--- src/rtl/parking_lot_ctrl.sv ---
// Parking-lot controller: lowest-free-bay allocation plus passcode-gated exits.
// Define PARK_LOCKOUT_EN to build the timed lockout after repeated bad codes.
module parking_lot_ctrl #(
    parameter int          NUM_SLOTS   = 8,
    parameter int          SLOT_W      = $clog2(NUM_SLOTS),
    parameter int          CNT_W       = $clog2(NUM_SLOTS + 1),
    parameter int          CODE_W      = 8,
    parameter int unsigned PASSCODE    = 87,
    parameter int          MAX_FAILS   = 3,
    parameter int          LOCK_CYCLES = 16
) (
    input  logic              clk,
    input  logic              rst,
    input  logic              car_arrive,
    input  logic              car_exit,
    input  logic              code_valid,
    input  logic [SLOT_W-1:0] exit_from,
    input  logic [CODE_W-1:0] exit_code,
    output logic [SLOT_W-1:0] slot,
    output logic              can_park,
    output logic              park_deny,
    output logic [NUM_SLOTS-1:0] occupancy,
    output logic [CNT_W-1:0]  count,
    output logic              full,
    output logic              empty,
    output logic              exit_ok,
    output logic              exit_err,
    output logic              locked
);

`ifdef PARK_LOCKOUT_EN
    localparam int FAIL_W = $clog2(MAX_FAILS + 1);
    localparam int TMR_W  = $clog2(LOCK_CYCLES + 1);

    typedef enum logic [1:0] {
        IDLE,
        WAIT_CODE,
        LOCKED
    } state_t;

    logic [FAIL_W-1:0] fail_cnt_q, fail_cnt_d;
    logic [TMR_W-1:0]  timer_q, timer_d;
    logic              locked_q, locked_d;
`else
    typedef enum logic {
        IDLE,
        WAIT_CODE
    } state_t;

    // Lockout parameters have no effect when the feature is not built.
    logic unused_cfg;
    assign unused_cfg = ^{MAX_FAILS[0], LOCK_CYCLES[0]};
`endif

    state_t               state_q, state_d;
    logic [SLOT_W-1:0]    slot_q, slot_d;
    logic [NUM_SLOTS-1:0] occupancy_q, occupancy_d;
    logic [CNT_W-1:0]     count_q, count_d;
    logic                 full_q, full_d;
    logic                 empty_q, empty_d;
    logic                 can_park_q, can_park_d;
    logic                 park_deny_q, park_deny_d;
    logic                 exit_ok_q, exit_ok_d;
    logic                 exit_err_q, exit_err_d;

    logic [SLOT_W-1:0]    free_idx;
    logic                 grant;
    logic                 exit_good;
    logic                 from_ok;
    logic                 code_ok;
    logic                 bay_taken;

    // Scan downward so the last hit is the lowest free bay.
    always_comb begin
        free_idx = '0;
        for (int i = NUM_SLOTS - 1; i >= 0; i--) begin
            if (!occupancy_q[i]) begin
                free_idx = SLOT_W'(i);
            end
        end
    end

    assign grant     = car_arrive && !full_q;
    assign from_ok   = (32'(exit_from) < 32'(NUM_SLOTS));
    assign code_ok   = (exit_code == CODE_W'(PASSCODE));
    assign bay_taken = from_ok && occupancy_q[exit_from];

    always_comb begin
        state_d     = state_q;
        exit_good   = 1'b0;
        exit_ok_d   = 1'b0;
        exit_err_d  = 1'b0;
`ifdef PARK_LOCKOUT_EN
        fail_cnt_d  = fail_cnt_q;
        timer_d     = timer_q;
`endif
        unique case (state_q)
            IDLE: begin
                if (car_exit) begin
                    state_d = WAIT_CODE;
                end
            end
            WAIT_CODE: begin
                if (!car_exit) begin
                    state_d = IDLE;
                end else if (code_valid) begin
                    if (code_ok && bay_taken) begin
                        exit_good = 1'b1;
                        exit_ok_d = 1'b1;
                        state_d   = IDLE;
`ifdef PARK_LOCKOUT_EN
                        fail_cnt_d = '0;
`endif
                    end else begin
                        exit_err_d = 1'b1;
`ifdef PARK_LOCKOUT_EN
                        if (fail_cnt_q == FAIL_W'(MAX_FAILS - 1)) begin
                            fail_cnt_d = '0;
                            timer_d    = TMR_W'(LOCK_CYCLES);
                            state_d    = LOCKED;
                        end else begin
                            fail_cnt_d = fail_cnt_q + 1'b1;
                        end
`endif
                    end
                end
            end
`ifdef PARK_LOCKOUT_EN
            LOCKED: begin
                if (timer_q <= TMR_W'(1)) begin
                    timer_d = '0;
                    state_d = IDLE;
                end else begin
                    timer_d = timer_q - 1'b1;
                end
            end
`endif
            default: state_d = IDLE;
        endcase
    end

    // Allocation reads the pre-clear occupancy, so a freed bay waits a cycle.
    always_comb begin
        occupancy_d = occupancy_q;
        slot_d      = slot_q;
        can_park_d  = grant;
        park_deny_d = car_arrive && full_q;
        if (exit_good) begin
            occupancy_d[exit_from] = 1'b0;
        end
        if (grant) begin
            occupancy_d[free_idx] = 1'b1;
            slot_d                = free_idx;
        end
        count_d = count_q + CNT_W'(grant) - CNT_W'(exit_good);
        full_d  = (count_d == CNT_W'(NUM_SLOTS));
        empty_d = (count_d == '0);
`ifdef PARK_LOCKOUT_EN
        locked_d = (state_d == LOCKED);
`endif
    end

    always_ff @(posedge clk) begin
        if (rst) begin
            state_q     <= IDLE;
            slot_q      <= '0;
            occupancy_q <= '0;
            count_q     <= '0;
            full_q      <= 1'b0;
            empty_q     <= 1'b1;
            can_park_q  <= 1'b0;
            park_deny_q <= 1'b0;
            exit_ok_q   <= 1'b0;
            exit_err_q  <= 1'b0;
`ifdef PARK_LOCKOUT_EN
            fail_cnt_q  <= '0;
            timer_q     <= '0;
            locked_q    <= 1'b0;
`endif
        end else begin
            state_q     <= state_d;
            slot_q      <= slot_d;
            occupancy_q <= occupancy_d;
            count_q     <= count_d;
            full_q      <= full_d;
            empty_q     <= empty_d;
            can_park_q  <= can_park_d;
            park_deny_q <= park_deny_d;
            exit_ok_q   <= exit_ok_d;
            exit_err_q  <= exit_err_d;
`ifdef PARK_LOCKOUT_EN
            fail_cnt_q  <= fail_cnt_d;
            timer_q     <= timer_d;
            locked_q    <= locked_d;
`endif
        end
    end

    assign slot      = slot_q;
    assign can_park  = can_park_q;
    assign park_deny = park_deny_q;
    assign occupancy = occupancy_q;
    assign count     = count_q;
    assign full      = full_q;
    assign empty     = empty_q;
    assign exit_ok   = exit_ok_q;
    assign exit_err  = exit_err_q;
`ifdef PARK_LOCKOUT_EN
    assign locked    = locked_q;
`else
    assign locked    = 1'b0;
`endif

endmodule
--- config.mk ---
export PLATFORM = sky130hd
export DESIGN_NAME = parking_lot_ctrl
export DESIGN_NICKNAME = d
export VERILOG_FILES = /design/src/rtl/parking_lot_ctrl.sv
export SDC_FILE = /design/constraint.sdc
export NUM_CORES = 1
export LEC_CHECK = 0
export ABC_AREA = 1
export CAP_MARGIN = 40
export CORE_MARGIN = 3
export CORE_UTILIZATION = 42
export CTS_CLUSTER_DIAMETER = 50
export DETAILED_ROUTE_END_ITERATION = 16
export PLACE_DENSITY_LB_ADDON = 0.3
export SETUP_SLACK_MARGIN = 0.2
export SYNTH_ARGS = -nofsm -noshare
export SYNTH_HDL_FRONTEND = slang
export SYNTH_SLANG_ARGS = --single-unit
--- constraint.sdc ---
create_clock -name clk -period 2.9 [get_ports clk]
set_input_delay 0.87 -clock clk [delete_from_list [all_inputs] [get_ports clk]]
set_output_delay 0.87 -clock clk [all_outputs]
set_load 0.02 [all_outputs]
==> impl_metrics.csv <==
group,metric,value,unit
status,status,"complete, no violations",
synthesis,synth-async-reset-ratio,0,
clock_tree,postCtsHoldBufs,0,
clock_tree,cts_buffers,3,
sta,hold_viol,0,
clock_tree,cts_buffer_depth,2,
routing,drc,0,
routing,antenna_left,0,
clock_tree,h-tree-depth,1,
routing,viasPerCell,5.015,
pwr,pwr-share-clk,0.201,
floorplanning,start_util,0.4509,
placed_design,gp_congestion,0.8359,
grt,grt_overflow,0,
sta,fin_crit_sh,0.9354,
synthesis,netlist_area,1265,µm²
pwr,net-switching-power,435.1,µW
grt,grt_max_degree,14,
grt,grt_first_pass_wirelength,5526,µm
synthesis,synth_most_common_cell,"nand2_1",
grt,grt_pass1_vias,1314,
sta,rsz0062_at_grt,"true",
synthesis,synth_top_area_share,0.3482,
cells_and_area,antenna_cells,0,
synthesis,ys_seq_elements,22,
cells_and_area,layoutNonFillerInstCount,269,
pwr,total_power,1174,µW
synthesis,ys_warn_count,0,
placed_design,dp_hpwl,2489,µm
synthesis,synth_cell_types,31,
critical_path,criticalPathCategory,"input port to register",
sta,slew_viol_final,0,
critical_path,required,3150,ps
synthesis,synthCells,181,
routing,top_layer_used,"met4",
clock_tree,cts-root-buf,"clkbuf_4",
routing,vias,1349,
pwr,ir_worst_vdd,0.6112,mV
floorplanning,core_area,2805,µm²
routing,routedWlPerCell,12.21,µm
clock_tree,clkTransAtPathRegs,130,ps
clock_tree,clock_latency,310,ps
pwr,p_int,739.0,µW
synthesis,synthesis.nets,202,
clock_tree,clock_sinks,22,
sta,fin_skew,4.443,ps
synthesis,synth_commonest_cells,"47 x nand2_1, 25 x inv_1, 22 x dfxtp_1, 13 x nor2_1, 11 x nand3_1",
sta,setup_viol,0,
cells_and_area,drive_gt1_frac,0.2521,
routing,met3_length,131,µm
floorplanning,die_w,60.88,µm
critical_path,end_kind,"register",
synthesis,yosysSeqAreaShare,0.3482,
routing,routed-wl-met2,1777,µm
floorplanning,fp.dieH,60.88,µm
routing,met1_length,1343,µm
grt,gr-usage-all-layers,0.1955,
routing,drt-initial-drc-count,93,
clock_tree,cts_tree,"yes",
run,maxCapViolations,0,
grt,antenna_found_initial,0,
critical_path,arrival,2970,ps
synthesis,yosys_most_used_dff,"dfxtp_1",
floorplanning,rows,19,
worst_hold_path,hp-class,"register to register",
pwr,combPwrFrac,0.465,
pwr,p_leak,0.0008677,µW
pwr,sw_frac_of_total,0.3706,
floorplanning,dieArea,3706,µm²
synthesis,synthTopCellsByArea,"dfxtp_1 35%, nand2_1 14%, inv_1 7.4%",
critical_path,worst-path-max-fanout,5,
sta,fmax,368.6,MHz
cells_and_area,fin_nets,260,
sta,hold_ws,479.2,ps
synthesis,synth_edf_count,0,
pwr,power_frac_seq,0.334,
floorplanning,ios,38,
critical_path,worstSetupStartpointType,"input port",
pwr,p_per_area,606.9,nW/µm²
routing,dr.pass1.iters,4,
routing,drt_wl_total,3284,µm
placed_design,dp.cells,260,
sta,period_minus_slack,2713,ps
cells_and_area,syn2layout_area_growth,52.92,%
synthesis,yosysTopAreaCell,"dfxtp_1",
synthesis,avgSynthCellArea,6.989,µm²
placed_design,port_buffers,36,
[cell usage in the layout, fill, tap and decap left out, types with 2 or more instances in the layout]
| cell | Yosys | final |
|---|---|---|
| a21oi_1 | 9 | 8 |
| o21ai_1 | 2 | 2 |
| nor3_1 | 8 | 6 |
| nor3_2 | 2 | 3 |
| nor2_2 | 0 | 2 |
| nor2_1 | 13 | 11 |
| nand3_2 | 2 | 2 |
| ha_1 | 4 | 3 |
| nand2_2 | 2 | 6 |
| inv_2 | 2 | 6 |
| dfxtp_1 | 22 | 22 |
| dlygate4sd2_1 | 0 | 10 |
| clkbuf_4 | 0 | 3 |
| nand2_1 | 47 | 43 |
| nand4_1 | 10 | 10 |
| nand3_1 | 11 | 10 |
| nand2_4 | 2 | 2 |
| clkdlybuf4s50_1 | 0 | 25 |
| buf_4 | 1 | 21 |
| nor2_4 | 2 | 2 |
| inv_1 | 25 | 21 |
| o21ai_0 | 2 | 2 |
[power by group through the flow]
stage               Sequential, µW  Combinational, µW  Clock (µW)
floorplan                      449                215           0
global placement               394                438           0
detailed placement             395                454           0
CTS                            390                485         240
global route                   398                604         247
finish                         393                546         236
[layout make-up]
class / count / area (µm²)
Sequential cell: 22 / 440.4
Tap cell: 31 / 38.79
Fill cell: 254 / 870.8
Timing Repair Buffer: 58 / 521.8
Multi-Input combinational cell: 124 / 758.2
Clock inverter: 1 / 30.03
Clock buffer: 3 / 22.52
Inverter: 30 / 122.6
[worst paths after layout]
kind                                               from                   end  slack, ps  cells past startpoint
worst max-delay path                       exit_from[1]      empty$_SDFF_PP1_        190                     16
worst min-delay path               slot[0]$_SDFFE_PP0P_  slot[0]$_SDFFE_PP0P_        480                      2
worst max register to register  occupancy[1]$_SDFF_PP0_      empty$_SDFF_PP1_        510                     16
worst min register to register     slot[0]$_SDFFE_PP0P_  slot[0]$_SDFFE_PP0P_        480                      2
[per-stage QoR]
| step | setup slack [ps] | setup TNS [ps] | utilization | area, µm² |
|---|---|---|---|---|
| 6_report | 187.3 | 0 | 0.6896 | 1934 |
| 5_1_grt | 41.52 | 0 | 0.6896 | 1934 |
| 4_1_cts | 63.00 | 0 | 0.6690 | 1877 |
| 3_5_place_dp | -553.4 | -2191 | 0.6374 | 1788 |
| 3_3_place_gp | -490.1 | -1845 | 0.6374 | 1788 |
| 2_1_floorplan | 81.77 | 0 | - | 1301 |
[cells by family after synthesis]
group                    after synthesis  synth area share
AO/OA/AOI/OAI                         16           0.06825
XOR/XNOR                               2           0.01385
adder cells (fa/ha/maj)                5           0.05539
buffers and inverters                 35            0.1217
flip-flops                            22            0.3482
other                                  1          0.002965
AND/OR/NAND/NOR                      100            0.3897
[state kept, by name, indices dropped and copies added, names as in the netlist]
| signal | flops |
|---|---|
| slot | 3 |
| exit_err | 1 |
| full | 1 |
| can_park | 1 |
| park_deny | 1 |
| state_q | 1 |
| count | 4 |
| exit_ok | 1 |
| empty | 1 |
| occupancy | 8 |
[worst max-delay path: stages]
cell	delay (ps)
dlygate4sd2_1	300
inv_2	90
nand2_1	50
nand2_1	70
nand2_2	60
nand2_4	80
nand2_4	50
nor3_4	110
ha_1	250
inv_2	70
ha_4	130
inv_2	40
fa_2	370
xor2_4	190
nand3_4	100
a21oi_2	140
[routing by layer]
metal | up-vias | track usage
met3 | 4 | 0.03191
li1 | 690 | -
met1 | 625 | 0.2329
met2 | 30 | 0.3511
met5 | - | 0
met4 | 0 | 0.07121
[timing repair]
action                                  CTS  global route
pin swaps                                14            11
endpoints found under the setup margin    5             5
setup buffers                             4             1
gates resized for setup                  22             9
Note: power is estimated with default switching activity, not from simulation.
